**config.mk**
```make
export PLATFORM = sky130hd
export DESIGN_NAME = mem_stage
export DESIGN_NICKNAME = d
export VERILOG_FILES = /design/src/rtl/mem_stage_pkg.sv /design/src/rtl/mem_stage_load_align.sv /design/src/rtl/mem_stage.sv
export SDC_FILE = /design/constraint.sdc
export NUM_CORES = 1
export LEC_CHECK = 0
export CORE_MARGIN = 1
export CORE_UTILIZATION = 35
export DETAILED_ROUTE_END_ITERATION = 16
export PLACE_DENSITY = 0.71
export SLEW_MARGIN = 15
export SYNTH_ARGS = -nofsm -noshare
export SYNTH_HDL_FRONTEND = slang
export SYNTH_SLANG_ARGS = --single-unit
```
**constraint.sdc**
```tcl
create_clock -name clk -period 9.2 [get_ports clk]
set_input_delay 1.38 -clock clk [delete_from_list [all_inputs] [get_ports clk]]
set_output_delay 1.38 -clock clk [all_outputs]
set_load 0.01 [all_outputs]
```
**src/rtl/mem_stage_pkg.sv**
```systemverilog
// Shared definitions for the MEM pipeline stage: bus widths, load opcodes,
// register-file write-source selects and the stage FSM encoding.
package mem_stage_pkg;

  localparam int EXE_TO_MEM_BUS_WD = 75;
  localparam int MEM_TO_WB_BUS_WD  = 104;
  localparam int MEM_FWD_BUS_WD    = 39;

  localparam logic [2:0] LD_NONE = 3'd0;
  localparam logic [2:0] LD_LW   = 3'd1;
  localparam logic [2:0] LD_LB   = 3'd2;
  localparam logic [2:0] LD_LBU  = 3'd3;
  localparam logic [2:0] LD_LH   = 3'd4;
  localparam logic [2:0] LD_LHU  = 3'd5;

  localparam logic [1:0] SEL_ALU  = 2'b00;
  localparam logic [1:0] SEL_PC8  = 2'b01;
  localparam logic [1:0] SEL_LOAD = 2'b10;

  typedef enum logic [1:0] {
    EMPTY     = 2'd0,
    WAIT_DATA = 2'd1,
    READY     = 2'd2
  } mem_state_e;

  // Codes 6 and 7 are reserved and behave like a non-load.
  function automatic logic is_load(input logic [2:0] op);
    return (op >= LD_LW) && (op <= LD_LHU);
  endfunction

endpackage

```
**src/rtl/mem_stage_load_align.sv**
```systemverilog
// Combinational load formatter: picks the addressed byte/halfword out of the
// returned word and sign- or zero-extends it.
module load_align
  import mem_stage_pkg::*;
(
  input  logic [2:0]  ld_op,
  input  logic [1:0]  addr,
  input  logic [31:0] rdata,
  output logic [31:0] result
);

  logic [7:0]  byte_lane [4];
  logic [7:0]  byte_sel;
  logic [15:0] half_sel;

  genvar gi;
  generate
    for (gi = 0; gi < 4; gi++) begin : g_lane
      assign byte_lane[gi] = rdata[gi*8 +: 8];
    end
  endgenerate

  assign byte_sel = byte_lane[addr];
  // Halfword loads ignore addr[0]; misalignment is not trapped here.
  assign half_sel = addr[1] ? rdata[31:16] : rdata[15:0];

  always_comb begin
    result = '0;
    case (ld_op)
      LD_LW:   result = rdata;
      LD_LB:   result = {{24{byte_sel[7]}}, byte_sel};
      LD_LBU:  result = {24'd0, byte_sel};
      LD_LH:   result = {{16{half_sel[15]}}, half_sel};
      LD_LHU:  result = {16'd0, half_sel};
      LD_NONE: result = '0;
      default: result = '0;
    endcase
  end

endmodule

```
**src/rtl/mem_stage.sv**
```systemverilog
// MEM pipeline stage: holds one instruction, waits for load data when needed,
// and hands the formatted result to WB while exporting a forwarding view to ID.
module mem_stage #(
  parameter int EXE_TO_MEM_BUS_WD = mem_stage_pkg::EXE_TO_MEM_BUS_WD,
  parameter int MEM_TO_WB_BUS_WD  = mem_stage_pkg::MEM_TO_WB_BUS_WD
) (
  input  logic                                     clk,
  input  logic                                     reset,
  input  logic                                     EXE_to_MEM_valid,
  input  logic [EXE_TO_MEM_BUS_WD-1:0]             EXE_to_MEM_bus,
  output logic                                     MEM_allow_in,
  input  logic                                     data_sram_data_ok,
  input  logic [31:0]                              data_sram_rdata,
  input  logic                                     WB_allow_in,
  output logic                                     MEM_to_WB_valid,
  output logic [MEM_TO_WB_BUS_WD-1:0]              MEM_to_WB_bus,
  output logic [mem_stage_pkg::MEM_FWD_BUS_WD-1:0] MEM_fwd_bus
);
  import mem_stage_pkg::*;

  mem_state_e                   state_reg, state_next;
  logic                         mem_valid_reg;
  logic [EXE_TO_MEM_BUS_WD-1:0] bus_reg;
  logic [31:0]                  hold_reg;

  logic        mem_ready_go;
  logic        accept;
  logic        leave;
  logic [31:0] pc_plus_4;
  logic [31:0] alu_res;
  logic [4:0]  waddr;
  logic [1:0]  sel;
  logic        wen;
  logic [2:0]  ld_op;
  logic [31:0] load_data;
  logic [31:0] fwd_data;

  assign pc_plus_4 = bus_reg[74:43];
  assign alu_res   = bus_reg[42:11];
  assign waddr     = bus_reg[10:6];
  assign sel       = bus_reg[5:4];
  assign wen       = bus_reg[3];
  assign ld_op     = bus_reg[2:0];

  assign mem_ready_go    = (state_reg == READY);
  assign MEM_allow_in    = ~mem_valid_reg | (mem_ready_go & WB_allow_in);
  assign accept          = EXE_to_MEM_valid & MEM_allow_in;
  assign leave           = mem_valid_reg & mem_ready_go & WB_allow_in;
  assign MEM_to_WB_valid = mem_valid_reg & mem_ready_go;

  // A new acceptance wins over a departure so back-to-back traffic has no bubble.
  always_comb begin
    state_next = state_reg;
    if (accept) begin
      state_next = is_load(EXE_to_MEM_bus[2:0]) ? WAIT_DATA : READY;
    end else if (leave) begin
      state_next = EMPTY;
    end else if ((state_reg == WAIT_DATA) && data_sram_data_ok) begin
      state_next = READY;
    end
  end

  always_ff @(posedge clk or posedge reset) begin
    if (reset) begin
      state_reg <= EMPTY;
    end else begin
      state_reg <= state_next;
    end
  end

  always_ff @(posedge clk or posedge reset) begin
    if (reset) begin
      mem_valid_reg <= 1'b0;
      bus_reg       <= '0;
      hold_reg      <= '0;
    end else begin
      if (MEM_allow_in) begin
        mem_valid_reg <= EXE_to_MEM_valid;
      end
      if (accept) begin
        bus_reg <= EXE_to_MEM_bus;
      end
      // Only a return for the outstanding load is captured; strays are dropped.
      if ((state_reg == WAIT_DATA) && data_sram_data_ok) begin
        hold_reg <= data_sram_rdata;
      end
    end
  end

  load_align u_load_align (
    .ld_op  (ld_op),
    .addr   (alu_res[1:0]),
    .rdata  (hold_reg),
    .result (load_data)
  );

  always_comb begin
    fwd_data = alu_res;
    if (is_load(ld_op)) begin
      fwd_data = load_data;
    end else if (sel == SEL_PC8) begin
      fwd_data = pc_plus_4 + 32'd4;
    end
  end

  assign MEM_to_WB_bus = {pc_plus_4, alu_res, load_data, waddr, sel, wen};
  assign MEM_fwd_bus   = {mem_valid_reg & wen & (waddr != 5'd0),
                          state_reg != WAIT_DATA,
                          waddr,
                          fwd_data};

endmodule

```
Yosys cells after proc, flatten, opt, wreduce, memory -nomap -nowiden
Index checks and enable logic that the tools add are counted.
Operators by class
  add/sub/neg operators: 1
  equality and inequality tests: 9
  bitwise gates (word level): 9
  mux-type cells: 11
  reductions and logical operators: 5
  $lt $le $gt $ge: 5
Operators by type and width (number)
  case mux 32 bit (5 select lines): 1
  two-way mux 32 bit: 2
  adder 32 x 3 -> 32 bit, second input constant: 1
  binary-select mux 8 bit (select 2 bit): 1
  two-way mux 16 bit: 1
  two-way mux 8 bit: 2
  two-way mux 2 bit: 4
  bitwise AND 1 bit: 6
  equality test 3 x 2 -> 1 bit, second input constant: 2
  equality test 3 bit, second input constant: 2
  >= comparator 3 x 1 -> 1 bit, second input constant: 2
  <= comparator 3 bit, second input constant: 2
  nonzero test 5 bit: 1
  equality test 2 x 1 -> 1 bit, second input constant: 2
  equality test 3 x 1 -> 1 bit, second input constant: 1
  >= comparator 3 bit, second input constant: 1
  logical AND 1 bit: 3
  NOT 2 -> 3 bit: 1
  nonzero test 3 bit: 1
  equality test 2 bit, second input constant: 1
  != test 2 x 1 -> 1 bit, second input constant: 1
  NOT 1 bit: 1
  OR 1 bit: 1
Word-level totals
  logic and storage cells: 44
  bits of input ports: 112
  register bits: 110

Logic depth before layout (Yosys ltp)
  depth in word-level cells: 6
  gate-level depth with buffers: 8

Cells and area by module
From an unflattened synthesis, not the netlist that was laid out.
Second synthesis, totals
  cell total of the unflattened synthesis: 634
  area total of the unflattened synthesis: 6603.8 um^2
Modules (own cells, without submodules)
  mem_stage: seq. area each 2752.6 um^2, cells an instance 543, times used 1, area an instance 5933.2 um^2
  load_align: seq. area each 0.0 um^2, cells an instance 91, times used 1, area an instance 670.6 um^2

Least setup slack after synthesis
OpenSTA, ideal clock, no wires.
  path type: reg2out
  start point: register bus_reg[45]
  end point: output port MEM_fwd_bus[30] (netlist name)
  path slack: 5.853 ns
  cell stages (with the launch flop): 7
  data required time: 7.820 ns
  data arrival time: 1.967 ns
  cell sequence: dfrtp_1 -> ha_1 -> nand4_1 -> nor3_1 -> nand3_1 -> xnor2_1 -> a221o_1
Between the ends
  cells in the longest elaborated chain, start to end: 3
Ends and longest elaborated chain
  from (decl): line mem_stage.sv:23  | logic [EXE_TO_MEM_BUS_WD-1:0] bus_reg;
  from (signal assigned): line mem_stage.sv:81  | bus_reg <= EXE_to_MEM_bus;
  adder 32 x 3 -> 32 bit: line mem_stage.sv:102  | fwd_data = pc_plus_4 + 32'd4;
  two-way mux 32 bit: line mem_stage.sv:101  | end else if (sel == SEL_PC8) begin
  two-way mux 32 bit: line mem_stage.sv:99  | if (is_load(ld_op)) begin
  to (decl): line mem_stage.sv:17  | output logic [mem_stage_pkg::MEM_FWD_BUS_WD-1:0] MEM_fwd_bus
Every way passes these cells.

Worst setup path after layout
  start point: register bus_reg[12]
  end point: output port MEM_fwd_bus[26] (netlist name)
Between the ends
  cells in the longest elaborated chain, start to end: 6
  elaborated cells between the ends (all ways): 7
Ends and longest elaborated chain
  NOT 2 -> 3 bit (not written as such): line mem_stage_load_align.sv:23  | assign byte_sel = byte_lane[addr];
  binary-select mux 8 bit (select 2 bit): line mem_stage_load_align.sv:23
  two-way mux 8 bit (not written as such) (2 in a row): line mem_stage_load_align.sv:23
  case mux 32 bit (5 select lines) *: line mem_stage_load_align.sv:29  | case (ld_op)
  two-way mux 32 bit *: line mem_stage.sv:99
Mark *: on every way between the ends. The rest lies on a longest branch, timed or not. The select of a mux whose other input is x is not followed.

==> reports/metrics.cfg <==
[flow_run]
drv_cap = 0

[yosys]
synth_common_cells = 110 x dfrtp_1, 104 x mux2_2, 78 x buf_4
syn_avg_cell_area_sq_um = 11.0
syn_nets = 702
ys_seq_area_frac = 0.425
yosysUniqueCellTypes = 50
synth_compound_area_frac = 0.117
synth_top_family_by_area = multiplexers
synth_area_leaders = dfrtp_1 42%, mux2_2 18%, buf_4 9.0%, a21o_1 2.7%, a221o_1 2.3%
yosysWarnings = 0
synth-async-reset-ratio = 1.00
postSynthRegisterBits = 110
synthFlopType = dfrtp_1
synth_simple_gate_area_frac = 0.107
synth_largest_area_cell = dfrtp_1
synth_area_sq_um = 6480
yosys.area_share.adder = 0.00193
synth.most_common_cell = dfrtp_1
synth-xor-area-share = 0.0365
synth_enable_flop_cells = 0
synthMuxAreaShare = 0.200
synth_top_area_share = 0.425
synthCells = 589

[finish]
stdcell_area_sq_um = 8950
syn2layout_area_growth_pct = 38.1
largest_reg_flops = 75
nNetsFinal = 867
antenna_cells = 0
utilization = 0.496
drive_above_1_share = 0.184

[floorplanning]
pin_count = 257
num_rows = 49
dieArea_sq_um = 19100
start_util = 0.359
core_sq_um = 18000
die_y_um = 138
die_w_um = 138

[detailed_routing]
ant_nets = 0
via_count = 5225
drtIter0Drc = 335
avgRoutedWirePerCell_um = 21.6
first_pass_iters = 5
drt-total-wl_um = 21300
drc = 0
vias_per_cell = 5.29

[timing]
final.setup.worst_slack_ns = 4.28
worst_pin_slew_ns = 1.05
hold_viol = 0
fmax_ghz = 0.203
setup_tns_ns = 0
fin_crit_sh = 0.534
maxSlewHeadroom = 0.301
timing.final.crit_period_ns = 4.92
slew_violations = 0
skew_ns = 0.00684
rsz0062_at_grt = false
setup_viol = 0

[clock_network]
cts_tree = built
clkLatencyLatePin_ns = 0.35
cts.sinks = 110
clk_pin_slew_worst_paths_ns = 0.07
cts_setup_buffers = 0
cts_root_buf = clkbuf_16
clk_path_buf_depth = 2
cts-buffers-inserted = 9
ctsResizeCount = 0
htree_levels = 3
ctsHoldBuffers = 0

[power_and_ir_drop]
seqPwrFrac = 0.289
irDropWorstVdd_mv = 0.253
p_int_mw = 2.25
clockPowerShare = 0.099
power_frac_comb = 0.612
switching_share = 0.413
pwr_density_cell_nw_per_um2 = 429
switchingPower_mw = 1.59
p_leak_nw = 3.66

[placed_design]
placed_cell_area_sq_um = 8660
port_buffers = 256
dp_hpwl_um = 16500
place_ws_ns = 4.69
gp_congestion = 0.864

[grt]
grt_pass1_vias = 5149
grt_pass1_wl_um = 32100
grtUsageTotal = 0.221
overflow = 0
antenna_found_initial = 0
grt_max_degree = 80

[worst_setup_path]
cp-start-kind = register
critPathMaxFanout = 21
reg2reg_depth = 3
crit_arrival_ns = 3.54
cp-end-kind = primary output
required_ns = 7.82
critPathKind = register to primary output

[run_status]
status = completed

[worst_hold_path]
hp-class = register to register
hold_depth = 1

## per-layer routing
layer / up-vias / wire (um) / global-route usage
met5: - / 0 / 0
met4: 0 / 342 / 0.0584
met3: 19 / 1620 / 0.0599
met2: 262 / 9980 / 0.356
met1: 2541 / 9390 / 0.294
li1: 2403 / - / -
## per-stage QoR
step	total power, mW	hold slack, ns	instances
after floorplan	2.34	0.481	589
after global placement	3.45	0.498	972
after detailed placement	3.47	0.503	972
after CTS	3.87	0.519	988
after global routing	4.05	0.538	988
final	3.84	0.519	988
## area by class of cell
cell class              count  area, sq um
well taps                 229          287
multi-input cells         367         3000
repair buffers            260         2590
clock buffers              12          256
fillers                  1656         9080
inverters                   6         25.0
flip-flops and latches    110         2750
clock inverters             4         30.0
## critical path: stages, from the launching register on
cell	delay [ns]
dfrtp_1	0.75
mux4_2	0.45
nand3_1	0.16
nand2_1	0.51
a221oi_1	0.63
o21ai_1	0.13
clkdlybuf4s50_1	0.55
## kinds of logic after synthesis
| logic type | Yosys count |
|---|---|
| AOI/OAI and AO/OA | 104 |
| muxes | 115 |
| adders and majority gates | 1 |
| DFF | 110 |
| xor gates and xnor gates | 27 |
| and+or+nand+nor | 120 |
| buffers and inverters | 112 |
## layout by cell type, fill, tap and decap left out, types with 3 or more instances in the layout
cell,Yosys,layout
a221oi_1,15,15
nor4_4,3,3
nand2_1,25,25
nand4_1,6,6
or2_2,3,3
nor2_1,24,24
a221o_1,15,15
o21ai_0,24,24
o21bai_1,5,5
nand3_1,17,17
and4_1,3,3
a21oi_1,9,9
clkdlybuf4s50_1,0,256
xor2_1,11,11
inv_1,6,5
nor3_1,6,6
xnor2_1,16,16
clkbuf_16,0,9
nor2b_1,4,4
mux2_2,104,104
dfrtp_1,110,110
mux2i_1,10,10
nand2b_1,6,6
a21o_1,23,23
buf_4,78,4
and3_1,7,7
## final timing paths
check                      slack [ns]                     start                      end
setup reg to reg                 6.87  state_reg[0]$_DFFE_PP0P_  bus_reg[12]$_DFFE_PP0P_
min in group asynchronous        1.45                     reset  bus_reg[59]$_DFFE_PP0P_
hold / removal                   0.52   hold_reg[1]$_DFFE_PP0P_  hold_reg[1]$_DFFE_PP0P_
setup / recovery                 4.28   bus_reg[12]$_DFFE_PP0P_          MEM_fwd_bus[26]
hold reg to reg                  0.52   hold_reg[1]$_DFFE_PP0P_  hold_reg[1]$_DFFE_PP0P_
max in group asynchronous        6.49                     reset  hold_reg[1]$_DFFE_PP0P_
## power groups by stage
| stage | combinational, mW | sequential, mW | clock [mW] |
|---|---|---|---|
| after detailed placement | 2.35 | 1.12 | 0 |
| after global placement | 2.34 | 1.12 | 0 |
| after CTS | 2.37 | 1.11 | 0.393 |
| final | 2.35 | 1.11 | 0.379 |
| after global routing | 2.50 | 1.15 | 0.409 |
| after floorplan | 1.42 | 0.926 | 0 |
Power figures use the tool's default switching activity.
